## config.mk

```make
export PLATFORM = sky130hd
export DESIGN_NAME = dmem_arbiter
export DESIGN_NICKNAME = d
export VERILOG_FILES = /design/src/rtl/dmem_arb_pkg.sv /design/src/rtl/dmem_arb_starve_ctr.sv /design/src/rtl/dmem_arbiter.sv
export SDC_FILE = /design/constraint.sdc
export NUM_CORES = 1
export LEC_CHECK = 0
export BUFFER_PORTS_ARGS = -buffer_cell sky130_fd_sc_hd__buf_2
export CORE_ASPECT_RATIO = 0.75
export CORE_MARGIN = 2
export CORE_UTILIZATION = 25
export CTS_CLUSTER_SIZE = 12
export DETAILED_ROUTE_END_ITERATION = 8
export PLACE_DENSITY = 0.67
export REMOVE_ABC_BUFFERS = 1
export SETUP_SLACK_MARGIN = 0.5
export SYNTH_ARGS = -nofsm -noshare
export SYNTH_HDL_FRONTEND = slang
export SYNTH_SLANG_ARGS = --single-unit
```

## constraint.sdc

```tcl
create_clock -name clk -period 2.2 [get_ports clk]
set_input_delay 0.11 -clock clk [delete_from_list [all_inputs] [get_ports clk]]
set_output_delay 0.11 -clock clk [all_outputs]
set_load 0.005 [all_outputs]
```

## src/rtl/dmem_arb_pkg.sv

```systemverilog
// Shared types and constants for the data-memory arbiter.
package dmem_arb_pkg;

  // Arbitration state: normal priority arbitration or debug-held ownership.
  typedef enum logic {
    ARB    = 1'b0,
    LOCKED = 1'b1
  } arb_state_e;

  // Which port a registered read return belongs to.
  typedef enum logic {
    OWN_CPU = 1'b0,
    OWN_DBG = 1'b1
  } owner_e;

  // Width of the debug starvation counter (limit range 1..15).
  localparam int STARVE_CNT_W = 4;

endpackage

```

## src/rtl/dmem_arb_starve_ctr.sv

```systemverilog
// Saturating counter of consecutive cycles a debug request has been denied.
module dmem_arb_starve_ctr
  import dmem_arb_pkg::*;
(
  input  logic                    clk,
  input  logic                    rst,       // synchronous, active-low
  input  logic                    inc_i,
  input  logic                    clr_i,
  input  logic [STARVE_CNT_W-1:0] max_i,
  output logic [STARVE_CNT_W-1:0] cnt_o,
  output logic                    at_max_o
);

  logic [STARVE_CNT_W-1:0] cnt_q, cnt_d;

  // Clear wins over increment; increment stops once the limit is reached.
  always_comb begin
    cnt_d = cnt_q;
    if (clr_i) begin
      cnt_d = '0;
    end else if (inc_i && (cnt_q < max_i)) begin
      cnt_d = cnt_q + 1'b1;
    end
  end

  // Counter register.
  always_ff @(posedge clk) begin
    if (!rst) begin
      cnt_q <= '0;
    end else begin
      cnt_q <= cnt_d;
    end
  end

  assign cnt_o    = cnt_q;
  assign at_max_o = (cnt_q == max_i);

endmodule

```

## src/rtl/dmem_arbiter.sv

```systemverilog
// Arbitrates the single-port data RAM between the processor and the debug
// port, with processor priority, starvation relief and debug burst locking.
module dmem_arbiter
  import dmem_arb_pkg::*;
#(
  parameter int DATA_W     = 16,
  parameter int ADDR_W     = 7,
  parameter int STARVE_MAX = 4
) (
  input  logic              clk,
  input  logic              rst,        // synchronous, active-low
  input  logic              cpu_req,
  input  logic              cpu_we,
  input  logic [ADDR_W-1:0] cpu_addr,
  input  logic [DATA_W-1:0] cpu_wdata,
  output logic              cpu_gnt,
  output logic              cpu_rvalid,
  output logic [DATA_W-1:0] cpu_rdata,
  input  logic              dbg_req,
  input  logic              dbg_we,
  input  logic [ADDR_W-1:0] dbg_addr,
  input  logic [DATA_W-1:0] dbg_wdata,
  output logic              dbg_gnt,
  output logic              dbg_rvalid,
  output logic [DATA_W-1:0] dbg_rdata,
  input  logic              dbg_lock,
  output logic              mem_en,
  output logic              mem_we,
  output logic [ADDR_W-1:0] mem_addr,
  output logic [DATA_W-1:0] mem_wdata,
  input  logic [DATA_W-1:0] mem_rdata
);

  localparam logic [STARVE_CNT_W-1:0] STARVE_LIMIT = STARVE_CNT_W'(STARVE_MAX);

  arb_state_e state_q, state_d;
  owner_e     owner_q;
  logic       rvalid_q;
  logic       starve_at_max;
  logic [STARVE_CNT_W-1:0] starve_cnt;

  dmem_arb_starve_ctr u_starve (
    .clk      (clk),
    .rst      (rst),
    .inc_i    (dbg_req && !dbg_gnt),
    .clr_i    (!dbg_req || dbg_gnt),
    .max_i    (STARVE_LIMIT),
    .cnt_o    (starve_cnt),
    .at_max_o (starve_at_max)
  );

  // Grant selection and next state; nothing is granted while reset is held.
  always_comb begin
    state_d = state_q;
    cpu_gnt = 1'b0;
    dbg_gnt = 1'b0;
    if (rst) begin
      case (state_q)
        ARB: begin
          if (cpu_req && !(dbg_req && starve_at_max)) begin
            cpu_gnt = 1'b1;
          end else if (dbg_req) begin
            dbg_gnt = 1'b1;
            if (dbg_lock) state_d = LOCKED;
          end
        end
        LOCKED: begin
          // Only debug may access; dropping lock releases next cycle even
          // if this final access is still being granted.
          dbg_gnt = dbg_req;
          if (!dbg_lock) state_d = ARB;
        end
        default: state_d = ARB;
      endcase
    end
  end

  // Route the winner's request fields to the RAM; idle bus is all zeros.
  always_comb begin
    mem_en    = cpu_gnt | dbg_gnt;
    mem_we    = 1'b0;
    mem_addr  = '0;
    mem_wdata = '0;
    if (cpu_gnt) begin
      mem_we    = cpu_we;
      mem_addr  = cpu_addr;
      mem_wdata = cpu_wdata;
    end else if (dbg_gnt) begin
      mem_we    = dbg_we;
      mem_addr  = dbg_addr;
      mem_wdata = dbg_wdata;
    end
  end

  // State register plus read-return tracking (valid bit and owner tag).
  always_ff @(posedge clk) begin
    if (!rst) begin
      state_q  <= ARB;
      rvalid_q <= 1'b0;
      owner_q  <= OWN_CPU;
    end else begin
      state_q  <= state_d;
      rvalid_q <= (cpu_gnt && !cpu_we) || (dbg_gnt && !dbg_we);
      if (cpu_gnt || dbg_gnt) begin
        owner_q <= dbg_gnt ? OWN_DBG : OWN_CPU;
      end
    end
  end

  assign cpu_rvalid = rvalid_q && (owner_q == OWN_CPU);
  assign dbg_rvalid = rvalid_q && (owner_q == OWN_DBG);
  assign cpu_rdata  = cpu_rvalid ? mem_rdata : '0;
  assign dbg_rdata  = dbg_rvalid ? mem_rdata : '0;

endmodule

```

==> impl_results.md, run 1 <==
- Vias per inst: 4.42
- FF/Latch Area: 145 sq um
- Final Setup Violations: 0
- Worst slew pin tran: 0.496 ns
- Worst path arrival time: 1.65 ns
- Final WL: 3550 microns
- Final Non-Filler Cells: 344
- Vias in the first global route: 1179
- Top cells by area, synth: mux2i_1 (24%), nand2_1 (18%), dfxtp_1 (14%)
- P_leak: 0.00122 uW
- Status: completed
- Area delta synth->final: 86.9%
- Number of buffers created by CTS: 3
- Top FF cell, synth: dfxtp_1
- Multiplexer share of the synthesized area: 0.254
- Crit path required time: 2.09 ns
- GR Util met3: 0.0381
- Clock sinks: 7
- DP Cell Count: 330
- Post-synth ARST share: 0
- Adder-Cell Fraction of Synth Area: 0.0243
- CP endpoint kind: primary output
- Final HPWL from detailed placement: 2680 microns
- Largest family of logic cells by synthesized area: simple AND/OR/NAND/NOR gates
- Cells after Synth: 155
- Final-report hold violation count: 0
- Max clock buf depth: 2
- Most numerous cell in the Yosys netlist: nand2_1
- Setup WS pre-CTS: 0.468 ns
- Pre-Repair DR Iteration Count: 4
- Slowest CP cell: dfxtp_2
- Fin Setup TNS: 0 ns
- Max Cap Violations: 0
- Pins over their slew limit: 0
- Area of the multi-input gates: 813 sq um
- Final net count: 361
- Xor and xnor area share after synthesis: 0.00850
- Worst hold margin: 0.143 ns
- Die X: 78.2 microns
- GRT overflow: 0
- Full die area: 4660 sq um
- Setup CP Type: reg2out
- Sequential fraction of the synthesis area: 0.136
- TritonCTS clock tree: done
- Pwr dens: 308 nW/um^2
- Placer Congestion: 0.685
- R2R depth: 8
- Compound-cell area share of the yosys netlist: 0.0170
- Worst-path maximum fanout: 6
- Met2 usage: 0.260
- Final Cycle Share: 0.800
- Yosys Warn Count: 0
- Layout cells sized above 1: 0.543
- CTS Hold Buffers Added: 0
- CTS root buffer: clkbuf_8
- Initial antenna violation count: 0
- WL/cell: 10.3 microns
- PortBufs: 129
- Via count: 1521
- # H-tree levels: 1
- RSZ-0062 raised after global routing: yes
- Number of synthesized register bits: 7
- Die H: 59.6 microns
- Hold path depth: 3
- Clk_lat worst skew: 0.23 ns
- Final setup margin: 0.439 ns
- Number of remaining DRC errors: 0
- Initial DRC Count: 18
- I/O Pins: 130
- Clock slew at reported path FFs: 0.04 ns
- Synth area leader: mux2i_1
- Post-synth EDFFs: 0
- VDD IR-drop max: 0.000160 V
- Post-layout util: 0.481
- Initial core utilization: 0.258
- Fin crit period: 1.76 ns
- Hold Crit Class: in2reg
- Startpoint Class: register
- Share of the synthesized area in the top cell type: 0.243
- Max stage delay on crit path: 0.32 ns
- Synth cell count leaders: nand2_1 (49), mux2i_1 (25), and2_1 (18), and3_1 (16)
- Antenna diodes: 0
- Synthesized area: 1030 sq um
- Met1 GRT Util: 0.139
- Pin count of the biggest net entering global routing: 28
- First-pass GRT wire length: 4930 microns
- Fillers: 416
- Netlist cell types: 23
- CP Cell Sequence: inv_2 -> ha_2 -> nand4b_1 -> and3b_2 -> bufbuf_16 -> mux2i_1 -> buf_2
- Avg Inst Size Synth: 6.65 sq um
- Rows: 20
- Post-DRT Antenna Nets: 0
- Worst slew margin: 0.669
- Layer with the highest usage: met2
- Core area: 4000 sq um
- Area share of and/or/nand/nor cells after synthesis: 0.479
- Fmax: 568 MHz
- Clock skew: 0.00280 ns
- Total GRT Usage: 0.132
[placed cells by master (no fill, tap or decap), drive strengths merged, types with 2 or more instances in the layout]
master / n
inv: 4
nor3: 6
nor2: 5
dfxtp: 7
nand2: 49
buf: 142
clkbuf: 4
and2: 18
mux2i: 25
and3: 16
ha: 2
[per-stage QoR]
stage	cell area (sq um)	total power [uW]
global route	1930	636
floorplan	962	238
CTS	1900	593
finish	1930	594
detailed placement	1720	374
global placement	1720	372
[cells by family after synthesis]
group / count (synthesis)
DFF: 7
buffers and inverters: 17
adders and majority gates: 2
muxes: 26
xor gates and xnor gates: 1
AOI/OAI and AO/OA: 3
and+or+nand+nor: 99
[layout make-up]
| cell class | instances | share of cell area |
|---|---|---|
| inverters | 4 | 0.00779 |
| repair buffers | 143 | 0.436 |
| well taps | 55 | 0.0357 |
| clock buffers | 4 | 0.0234 |
| flip-flops and latches | 7 | 0.0753 |
| multi-input cells | 131 | 0.422 |
[critical path: cells and delay by family (launching register included)]
family                     cells  cell delay, ns
muxes                          1            0.17
adders and majority gates      1            0.16
DFF                            1            0.32
buffers and inverters          3            0.44
and+or+nand+nor                2            0.32
[worst paths after layout]
kind	from	to	slack [ns]
hold reg to reg	u_starve.cnt_o[3]	u_starve.cnt_o[3]	0.48
setup reg to reg	u_starve.cnt_o[1]	rvalid_q	0.57
hold / removal	dbg_lock	state_q	0.14
setup / recovery	u_starve.cnt_o[1]	mem_wdata[15]	0.44
[what timing repair did]
action	CTS	global route
pin swaps	2	1
gates resized for setup	9	5
setup buffers	5	2
cloned	3	0
endpoints found under the setup margin	26	40
[where the power goes]
part	switching (uW)	internal [uW]
registers	8.33	132
clock network	60.4	126
logic	112	156
[sequential cells by signal, indices dropped and copies added (netlist names)]
signal	cells
owner_q	1
rvalid_q	1
state_q	1
u_starve.cnt_o	4
[layer usage]
metal | share of wire | vias up
met5 | 0 | -
met4 | 0.0065 | 0
met3 | 0.12 | 3
met2 | 0.50 | 83
met1 | 0.38 | 657
li1 | - | 778
No activity file was read; power rests on OpenSTA's default activity.
==> inputs of run 2 (changes only) <==
ABC_AREA = 1   (was unset)
PLACE_DENSITY = 0.71   (was 0.67)
clock period = 1.7 ns   (was 2.2 ns; I/O delays follow)
==> run 2 against run 1 <==
  * Critical path depth grew 5
  * Final cell count grew 6.7%
  * Register-to-register slack lost 0.19 ns
  * Routed wire length grew 1.3%
  * Sequential power grew 26%
  * Combinational power grew 20%
  * Synthesized cell count grew 15%
  * Clock skew grew 0.00076 ns
  * Critical path type unchanged
  * Critical endpoint is now mem_wdata[12]
  * Highest routed layer unchanged
==> impl_results.md, run 2 <==
- Netlist cell types: 19 (-17%)
- Comb power frac: 0.440 (-0.011)
- Largest family of logic cells by synthesized area: simple AND/OR/NAND/NOR gates
- Status: completed
- Vias per inst: 4.10 (-7.3%)
- Clock slew at reported path FFs: 0.04 ns (about the same)
- Synth cell count leaders: nand2_1 (73), nor2_1 (38), inv_1 (27), nand2_2 (10), dfxtp_1 (7)
- # H-tree levels: 1 (unchanged)
- Rows: 19 (-5.0%)
- P_sw: 247 uW (+37%)
- Final Total Pwr: 730 uW (+23%)
- Pin count of the biggest net entering global routing: 18 (-36%)
- Antenna diodes: 0 (unchanged)
- P_leak: 0.00129 uW (+6.3%)
- Worst-path maximum fanout: 7 (+1)
- Die X: 74.0 microns (-5.3%)
- Hold Crit Class: in2reg
- GRT overflow: 0 (unchanged)
- Clk_lat worst skew: 0.23 ns (about the same)
- VDD IR-drop max: 0.000406 V (+150%)
- Placer Congestion: 0.835 (+22%)
- Startpoint Class: register
- Initial core utilization: 0.256 (-0.00166)
- Switching share of power: 0.338 (+0.0347)
- Compound-cell area share of the yosys netlist: 0.0395 (+0.0225)
- Sequential group share of total power: 0.243 (+0.007)
- Post-synth ARST share: 0 (unchanged)
- TritonCTS clock tree: done
- Setup CP Type: reg2out
- Final WL: 3600 microns (+1.3%)
- Fin Setup TNS: 0 ns (unchanged)
- Number of synthesized register bits: 7 (unchanged)
- Vias in the first global route: 1208 (+2.5%)
- Final setup margin: 0.0905 ns (-0.349 ns)
- Synthesized area: 918 sq um (-11%)
- Most frequent cells in the layout: buf_2 (129), nand2_1 (55), nor2_1 (38)
- Clk pwr share: 0.317 (+0.004)
- CP endpoint kind: primary output
- Top cells by area, synth: nand2_1 (30%), nor2_1 (16%), dfxtp_1 (15%)
- Avg Inst Size Synth: 5.16 sq um (-22%)
- Cells after Synth: 178 (+15%)
- Clock sinks: 7 (unchanged)
- First-pass GRT wire length: 5210 microns (+5.6%)
- Yosys Warn Count: 0 (unchanged)
- Max FFs per register: 4 (unchanged)
- Final Setup Violations: 0 (unchanged)
- Total GRT Usage: 0.156 (+0.0242)
- Final-report hold violation count: 0 (unchanged)
- Via count: 1504 (-1.1%)
- Pins over their slew limit: 0 (unchanged)
- Final HPWL from detailed placement: 2400 microns (-11%)
- Xor and xnor area share after synthesis: 0 (-0.00850)
- Pre-Repair DR Iteration Count: 4 (unchanged)
- Crit path required time: 1.62 ns (-0.47 ns)
- Full die area: 4180 sq um (-10%)
- Fin crit period: 1.61 ns
- Most numerous cell in the Yosys netlist: nand2_1
- Share of the synthesized area in the top cell type: 0.298 (+0.0556)
- Worst slew margin: 0.807 (+0.138)
- Post-DRT Antenna Nets: 0 (unchanged)
- Int Power: 483 uW (+17%)
- RSZ-0062 raised after global routing: yes
- Adder-Cell Fraction of Synth Area: 0.0272 (+0.00298)
- Most common cell after layout, fill and taps aside: buf_2
- Area delta synth->final: 102%
- Synth area leader: nand2_1
- Fmax: 621 MHz
- Number of remaining DRC errors: 0 (unchanged)
- Max Cap Violations: 0 (unchanged)
- Initial antenna violation count: 0 (unchanged)
- Core area: 3590 sq um (-10%)
- Clock skew: 0.00356 ns (+0.000763 ns)
- Pwr dens: 393 nW/um^2 (+28%)
- CTS root buffer: clkbuf_8
- Final net count: 387 (+7.2%)
- Layout cells sized above 1: 0.597 (+0.0536)
- Final Cycle Share: 0.947
- Initial DRC Count: 16 (-2)
- I/O Pins: 130 (unchanged)
- Area share of and/or/nand/nor cells after synthesis: 0.576 (+0.0969)
- Worst path arrival time: 1.52 ns (-0.13 ns)
- Worst slew pin tran: 0.289 ns (-0.208 ns)
- Setup WS pre-CTS: 0.165 ns (-0.303 ns)
- Top FF cell, synth: dfxtp_1
- Sequential fraction of the synthesis area: 0.153 (+0.0167)
- Max clock buf depth: 2 (unchanged)
- Die H: 56.5 microns (-5.2%)
- Post-synth EDFFs: 0 (unchanged)
- Multiplexer share of the synthesized area: 0 (-0.254)
- Number of buffers created by CTS: 3 (unchanged)
- PortBufs: 129 (unchanged)
- WL/cell: 9.80 microns (-5.1%)
[run 2: changes by cell type in the layout (fill, tap and decap cells not counted), moves of 6 or more]
cell	delta
nand2_4	+8
and3_1	-16
nand2_1	+6
nand2_2	+22
nor2_1	+34
mux2i_1	-25
inv_1	+21
and2_1	-18
[run 2: critical path: stages (launching register included)]
cell	delay [ns]
dfxtp_2	0.32
inv_2	0.07
ha_4	0.12
nand2_2	0.04
inv_2	0.05
nand2_2	0.05
nand2_4	0.11
inv_6	0.05
nand2_8	0.14
clkinv_8	0.09
nand2_2	0.07
nand2_2	0.05
buf_2	0.12
[run 2: metrics by stage]
| step | area [sq um] | utilization | cells | hold slack, ns |
|---|---|---|---|---|
| detailed placement | 1570 | 0.437 | 353 | 0.312 |
| global placement | 1570 | 0.437 | 353 | 0.319 |
| finish | 1860 | 0.517 | 367 | 0.0805 |
| floorplan | 857 | - | 172 | 0.190 |
| CTS | 1770 | 0.493 | 364 | 0.0868 |
| global route | 1860 | 0.517 | 367 | 0.0836 |
[run 2: routing by layer]
metal  GRT usage  wire (microns)  vias to the layer above
li1            -               -                      787
met5           0               0                        -
met4      0.0182              17                        0
met1       0.177            1420                      630
met2       0.297            1780                       85
met3      0.0395             378                        2
[run 2: kinds of logic (layout without fill, tap and decap cells)]
group,after synthesis,in the layout
AO/OA/AOI/OAI,6,6
adder cells (fa/ha/maj),2,2
buffers and inverters,37,173
flip-flops,7,7
AND/OR/NAND/NOR,126,127
[run 2: final timing paths]
| path | endpoint | slack, ns | cells past startpoint | start |
|---|---|---|---|---|
| setup / recovery | mem_wdata[12] | 0.09 | 12 | u_starve.cnt_o[0] |
| hold / removal | rvalid_q | 0.08 | 2 | cpu_we |
| setup reg to reg | u_starve.cnt_o[1] | 0.38 | 11 | u_starve.cnt_o[0] |
| hold reg to reg | u_starve.cnt_o[3] | 0.46 | 2 | u_starve.cnt_o[3] |
[run 2: power groups by stage]
stage | clock, uW | sequential, uW | combinational (uW)
floorplan | 0 | 175 | 110
global placement | 0 | 175 | 260
detailed placement | 0 | 175 | 262
CTS | 237 | 174 | 303
global route | 250 | 178 | 359
finish | 231 | 177 | 321
[run 2: repair_timing]
action | in CTS | in global routing
pin swaps | 5 | 2
buffers inserted | 3 | 1
hold buffers | 0 | 0
cloned | 4 | 2
resized for setup | 34 | 19
endpoints found under the setup margin | 64 | 63
[run 2: final cells by class]
cell class                      instances  area [sq um]
Fill cell                             363          1730
Timing Repair inverter                  5          61.3
Tap cell                               52          65.1
Inverter                               31           146
Sequential cell                         7           144
Clock buffer                            4          45.0
Multi-Input combinational cell        135           714
Timing Repair Buffer                  133           679
